--- src/rtl/mux16_rr_sched.sv ---
// Round-robin owner of a shared 16:1 single-bit mux.
// Grants one requester at a time for at most HOLD_MAX cycles, drives the mux
// select and samples the mux output, tagging each sample with its channel.
module mux16_rr_sched #(
  parameter int N_CH     = 16,
  parameter int HOLD_MAX = 8
) (
  input  logic            clk,
  input  logic            rst_n,
  input  logic            en,
  input  logic [N_CH-1:0] req,
  input  logic            mux_y,
  output logic [3:0]      sel,
  output logic [N_CH-1:0] grant,
  output logic            busy,
  output logic            sample_valid,
  output logic            sample_data,
  output logic [3:0]      sample_ch
);

  typedef enum logic {IDLE, GRANT} state_t;

  // Last hold count value before a forced release.
  localparam logic [7:0] HOLD_LAST = 8'(HOLD_MAX - 1);

  state_t            state_q, state_d;
  logic [3:0]        ptr_q, ptr_d;
  logic [7:0]        hold_cnt_q, hold_cnt_d;
  logic [3:0]        sel_q, sel_d;
  logic [N_CH-1:0]   grant_q, grant_d;
  logic              busy_q, busy_d;
  logic              svld_q, svld_d;
  logic              sdata_q, sdata_d;
  logic [3:0]        sch_q, sch_d;

  logic [3:0]        search_base;
  logic [3:0]        win_idx;
  logic              win_found;
  logic              release_w;
  logic              launch;

  // Rotating priority search: on release the search starts just past the
  // outgoing owner, so the owner itself ends up with lowest priority.
  always_comb begin
    logic [3:0] idx;
    search_base = (state_q == GRANT) ? (sel_q + 4'd1) : ptr_q;
    win_found   = 1'b0;
    win_idx     = search_base;
    idx         = search_base;
    for (int i = N_CH - 1; i >= 0; i--) begin
      idx = search_base + i[3:0];
      if (req[idx]) begin
        win_found = 1'b1;
        win_idx   = idx;
      end
    end
  end

  // Grant bookkeeping: release, launch and all next-state values.
  always_comb begin
    release_w  = !req[sel_q] || (hold_cnt_q == HOLD_LAST);
    launch     = en && win_found;
    state_d    = state_q;
    ptr_d      = ptr_q;
    hold_cnt_d = hold_cnt_q;
    sel_d      = sel_q;
    grant_d    = grant_q;
    busy_d     = busy_q;
    svld_d     = svld_q;
    sdata_d    = sdata_q;
    sch_d      = sch_q;
    case (state_q)
      IDLE: begin
        svld_d  = 1'b0;
        grant_d = '0;
        busy_d  = 1'b0;
        if (launch) begin
          state_d    = GRANT;
          sel_d      = win_idx;
          grant_d    = N_CH'(1) << win_idx;
          busy_d     = 1'b1;
          hold_cnt_d = 8'd0;
        end
      end
      GRANT: begin
        // sel is registered, so mux_y already reflects the current owner.
        svld_d  = 1'b1;
        sdata_d = mux_y;
        sch_d   = sel_q;
        if (release_w) begin
          ptr_d      = sel_q + 4'd1;
          hold_cnt_d = 8'd0;
          if (launch) begin
            sel_d   = win_idx;
            grant_d = N_CH'(1) << win_idx;
          end else begin
            state_d = IDLE;
            grant_d = '0;
            busy_d  = 1'b0;
          end
        end else begin
          hold_cnt_d = hold_cnt_q + 8'd1;
        end
      end
      default: state_d = IDLE;
    endcase
  end

  // State register; an asynchronous reset abandons any grant and sample.
  always_ff @(posedge clk or negedge rst_n) begin
    if (!rst_n) begin
      state_q    <= IDLE;
      ptr_q      <= 4'd0;
      hold_cnt_q <= 8'd0;
      sel_q      <= 4'd0;
      grant_q    <= '0;
      busy_q     <= 1'b0;
      svld_q     <= 1'b0;
      sdata_q    <= 1'b0;
      sch_q      <= 4'd0;
    end else begin
      state_q    <= state_d;
      ptr_q      <= ptr_d;
      hold_cnt_q <= hold_cnt_d;
      sel_q      <= sel_d;
      grant_q    <= grant_d;
      busy_q     <= busy_d;
      svld_q     <= svld_d;
      sdata_q    <= sdata_d;
      sch_q      <= sch_d;
    end
  end

  // Outputs come straight from registers.
  always_comb begin
    sel          = sel_q;
    grant        = grant_q;
    busy         = busy_q;
    sample_valid = svld_q;
    sample_data  = sdata_q;
    sample_ch    = sch_q;
  end

endmodule

--- config.mk ---
export PLATFORM = sky130hd
export DESIGN_NAME = mux16_rr_sched
export DESIGN_NICKNAME = d
export VERILOG_FILES = /design/src/rtl/mux16_rr_sched.sv
export SDC_FILE = /design/constraint.sdc
export NUM_CORES = 1
export LEC_CHECK = 0
export BUFFER_PORTS_ARGS = -buffer_cell sky130_fd_sc_hd__buf_2
export CORE_MARGIN = 2
export CORE_UTILIZATION = 60
export DETAILED_ROUTE_END_ITERATION = 16
export PLACE_DENSITY = 0.79
export SETUP_SLACK_MARGIN = 0.3
export SLEW_MARGIN = 10
export SYNTH_ARGS = -nofsm -noshare
export SYNTH_HDL_FRONTEND = slang
export SYNTH_SLANG_ARGS = --single-unit
--- constraint.sdc ---
create_clock -name clk -period 6.1 [get_ports clk]
set_clock_uncertainty 0.05 [all_clocks]
set_input_delay 1.22 -clock clk [delete_from_list [all_inputs] [get_ports clk]]
set_output_delay 1.22 -clock clk [all_outputs]
set_load 0.005 [all_outputs]
# Yosys cells after proc, flatten, opt, wreduce, memory -nomap -nowiden
# Index checks and enable logic that the tools add are counted.
totals:
  reg_bits: 40
  inputBits: 20
  output_inout_bits: 27
  wordCells: 137
classes:
  n_addsub: 17
  order_cmp: 17
  eq_ne: 4
  shift: 1
  mux: 83
  bitwise: 1
  n_reduce_logical: 5
op_table:
  columns: ["op", "n"]
  rows:
  - ["$lt A4 B5 Y1 const B", 17]
  - ["$mux W4", 19]
  - ["$bmux W1 S4", 17]
  - ["$mux W1", 37]
  - ["$add A4 B4 Y4 const B", 8]
  - ["$mux W16", 2]
  - ["$pmux W16 S2", 1]
  - ["$add A4 B3 Y4 const B", 4]
  - ["$mux W8", 2]
  - ["$pmux W8 S2", 1]
  - ["$shl A1 B4 Y16 const A", 1]
  - ["$add A4 B1 Y4 const B", 2]
  - ["$add A4 B2 Y4 const B", 2]
  - ["$add A8 B1 Y8 const B", 1]
  - ["$eq A8 B3 Y1 const B", 1]
  - ["$pmux W4 S2", 1]
  - ["$pmux W1 S2", 3]
  - ["$ne A2 B2 Y1 const B", 2]
  - ["$reduce_and A2 Y1", 2]
  - ["$ne A2 B1 Y1 const B", 1]
  - ["$logic_and A1 B1 Y1", 1]
  - ["$logic_not A1 Y1", 1]
  - ["$logic_or A1 B1 Y1", 1]
  - ["$not A1 Y1", 1]

# Longest topological paths before layout
logic_depth:
  ltp_word: 25
  ltp_mapped: 18

# Worst setup path after synthesis
# OpenSTA, ideal clock, no wires.
synth_path:
  path_type: "reg-to-reg"
  start: "register sel_q[0], in the netlist sel[0]"
  end: "register grant_q[10], in the netlist grant[10]"
  setup_ps: 144
  t_arrival_ps: 4087
  path_slack_ps: 1820
  path_stages_with_launch: 15
  path_buffers: 2
  path_cell_list: "dfrtp_1 -> ha_1 -> mux2i_1 -> buf_2 -> ha_1 -> xnor2_2 -> mux4_2 -> mux2_2 -> or4_1 -> a31oi_1 -> o31ai_1 -> a211oi_2 -> o21a_1 -> buf_4 -> o41ai_1"
synth_between:
  elab_chain_cells: 25
  word_cells_on_any_way: 91
  cone_classes: "16 x add/sub; 1 x eq/ne; 1 x shift; 70 x mux; 3 x reduce/logical"
synth_lines:
  columns: ["element", "line_no", "rtl"]
  rows:
  - ["from (decl)", "29", "logic [3:0] sel_q, sel_d;"]
  - ["from (signal assigned)", "125", "sel_q <= sel_d;"]
  - ["$add A4 B1 Y4", "46", "search_base = (state_q == GRANT) ? (sel_q + 4'd1) : ptr_q;"]
  - ["$mux W4", "46", null]
  - ["$add A4 B4 Y4", "51", "idx = search_base + i[3:0];"]
  - ["$bmux W1 S4", "52", "if (req[idx]) begin"]
  - ["$mux W1 (not written as such)", "52", null]
  - ["$mux W4 / $mux W1 (equally long branches) (16 in a row)", "52", null]
  - ["$shl A1 B4 Y16 / $logic_and A1 B1 Y1 (equally long branches)", "80, 95, 62", null]
  - ["$mux W16", "77, 93", null]
  - ["$mux W16", "90", "if (release_w) begin"]
  - ["$pmux W16 S2", "72", "case (state_q)"]
  - ["to (signal assigned)", "126", "grant_q <= grant_d;"]
  - ["to (decl)", "30", "logic [N_CH-1:0] grant_q, grant_d;"]
# Several ways; a longest one is shown, not always the timed one. The select of a mux whose other input is x is not followed.
# A chain may end at the register's enable or synchronous reset.

# Worst setup path in the final report
layout_path:
  start: "register sel_q[0], in the netlist sel[0]"
  end: "register grant_q[15], in the netlist grant[15]"
# The elaborated chain is that of the path after synthesis.

==> flow_summary.ini <==
[logic_synthesis]
synth_top_cell_area_share = 0.253
synth-seq-area-share = 0.253
ys_seq_elements = 40
syn_avg_cell_area_um2 = 9.20
yosys.area.top_type = dfrtp_1
synth_warnings = 0
synth_edf_count = 0
yosys-top-cells-area = dfrtp_1 (25%), mux4_2 (10%), mux2i_1 (7.1%), nand2_1 (5.2%), mux2_2 (4.3%)
ys.flop_type = dfrtp_1
synth_fp_nets = 459
async_flop_share = 1.00
ys_top_cells_by_count = nand2_1 (55), dfrtp_1 (40), mux2i_1 (28)
synth.most_common_cell = nand2_1
syn_area_um2 = 3960
ys_types = 70
netlist_instances = 430

[global_route]
grt_max_degree = 41
antenna_found_initial = 0
gr-usage-all-layers = 0.323
grt_overflow_total = 0
grt_pass1_vias = 3633
grt_pass1_wl_mm = 18.7

[routing]
routedWlPerCell_um = 21.0
wl_met3_mm = 1.26
viasPerCell = 7.02
dr.max_layer_used = met4
drtPass1Iterations = 5
ant_nets = 0
wirelength_mm = 11.4
wl_met1_mm = 4.83
drtIter0Drc = 393
route.detailed.drc = 0
wl_met2_mm = 5.13
via_count = 3820

[placement]
dp_hpwl_mm = 8.64
place_congestion = 1.04
dp_cells = 536
port_buffers = 46

[timing]
grt_setup_unrepaired = no
finalCritPeriodShare = 0.860
final_hold_viol_count = 0
finalMaxSlewViolations = 0
fmax_mhz = 191
relSlewSlack = 0.313
setup_viol = 0
worstMarginPinSlew_ps = 1030
fin_crit_ps = 5240
tns_ps = 0

[final_layout]
area_growth_pct = 9.33
fin_cells = 544
multi_input_area_um2 = 2810
n_antenna_cell = 0
fillers = 501
drive_above_1_share = 0.236
register_area_um2 = 1000
layout.nets = 495

[setup_path]
start_kind = flop
endpoint = grant[15]$_DFFE_PN0P_
crit_fanout = 19
startpoint = sel[0]$_DFFE_PN0P_
ff2ff_setup_slack_ps = 860
cp_data_arrival_time_ps = 5380
required_ps = 6240
r2r_cells = 14
cp-end-kind = flop
timing.rr.start = sel[0]$_DFFE_PN0P_
critPathKind = reg2reg
worstReg2RegEnd = grant[15]$_DFFE_PN0P_

[clocking]
clock_latency_ps = 300
cts_setup_buffers = 0
cts_max_path_buffers = 2
htreeDepth = 2
numCtsBuffers = 5
cts.clk_slew.worst_paths_ps = 90
cts_tree = yes
cts.sinks = 40
cts_hold_buf = 0
cts_root_buffer = clkbuf_8
cts_resized = 0

[die]
dieArea_um2 = 7260
io_pins = 47
core_um2 = 6350
rows = 29
start_util = 0.623
die_y_um = 85.2
die_w_um = 85.2

[flow_run]
cap_viol_max_count = 0

[run_status]
status = completed

[worst_hold_path]
hold_path.class = reg2reg
cell type report:
type,instances,share of cell area
multi-input cells,358,0.649
well taps,77,0.0223
repair buffers,50,0.0602
clock buffers,5,0.0159
flip-flops and latches,40,0.231
clock inverters,3,0.0107
inverters,11,0.0107
sequential cells by signal, summed over array words and instances (netlist names):
register / cells
busy: 1
hold_cnt_q: 8
sample_valid: 1
grant: 16
state_q: 1
sel: 4
sample_data: 1
ptr_q: 4
sample_ch: 4
critical path: stages, from the launching register on:
cell and delay [ps]:
dfrtp_1 530, ha_1 360, mux2i_1 70, buf_4 240
inv_1 400, ha_1 260, inv_1 80, xnor2_2 550
mux4_2 650, mux2i_1 450, a31oi_1 90, o31ai_1 450
a211oi_2 210, o21a_1 340, o41ai_1 400
metrics by stage:
step	cell area [um^2]	setup WS, ps	hold WS, ps	util
final	4320	856	431	0.681
after CTS	4320	1050	433	0.681
after global placement	4210	1090	406	0.663
after floorplan	3960	1820	299	-
after detailed placement	4210	1070	406	0.663
after global routing	4320	649	457	0.681
cells in the final DEF, fill, tap and decap left out, types with 4 or more instances in the layout:
cell      synthesis  final
o21ai_1           7      7
o21a_1            4      4
dfrtp_1          40     40
nand2b_1          5      5
ha_1              9      9
mux2i_1          28     28
clkbuf_8          0      5
a211o_1           4      4
inv_1             8      8
buf_4             4      4
buf_2             7     46
o22ai_1           5      5
mux2_2           15     15
nor2_1           22     22
a21oi_1          19     19
o21ai_0          18     18
a22oi_1           6      6
and3_1           11     11
xnor2_1          10     10
o31ai_1          12     12
and2_1            9      9
xnor2_2           5      5
o41ai_1           9      9
a31oi_1           6      6
mux4_2           18     18
nand2_1          55     55
nand3_1          16     16
layer usage:
metal  up-vias  global-route usage
met4         0              0.0924
met2       244               0.478
met5         -                   0
met1      1820               0.474
met3        26              0.0759
li1       1730                   -
worst min path at each step:
| stage | from | end | slack (ps) | cells after the start |
|---|---|---|---|---|
| floorplan | state_q$_DFF_PN0_ | sample_valid$_DFF_PN0_ | 300 | 0 |
| global placement | grant[11]$_DFFE_PN0P_ | grant[11]$_DFFE_PN0P_ | 410 | 2 |
| detailed placement | grant[14]$_DFFE_PN0P_ | grant[14]$_DFFE_PN0P_ | 410 | 2 |
| CTS | sample_ch[0]$_DFFE_PN0P_ | sample_ch[0]$_DFFE_PN0P_ | 430 | 1 |
| global route | busy$_DFFE_PN0P_ | busy$_DFFE_PN0P_ | 460 | 1 |
| finish | sample_ch[0]$_DFFE_PN0P_ | sample_ch[0]$_DFFE_PN0P_ | 430 | 1 |
logic make-up (layout without fill, tap and decap cells):
family | count (synthesis) | after routing | synth area share
AOI/OAI and AO/OA | 126 | 126 | 0.225
xor gates and xnor gates | 17 | 17 | 0.0490
adders and majority gates | 9 | 9 | 0.0285
buffers and inverters | 32 | 69 | 0.0376
DFF | 40 | 40 | 0.253
muxes | 65 | 65 | 0.232
and+or+nand+nor | 141 | 141 | 0.175
Power is left out: the tool's default activity adds up to more than one toggle a clock period on the data nets, which glitch-free logic cannot reach.
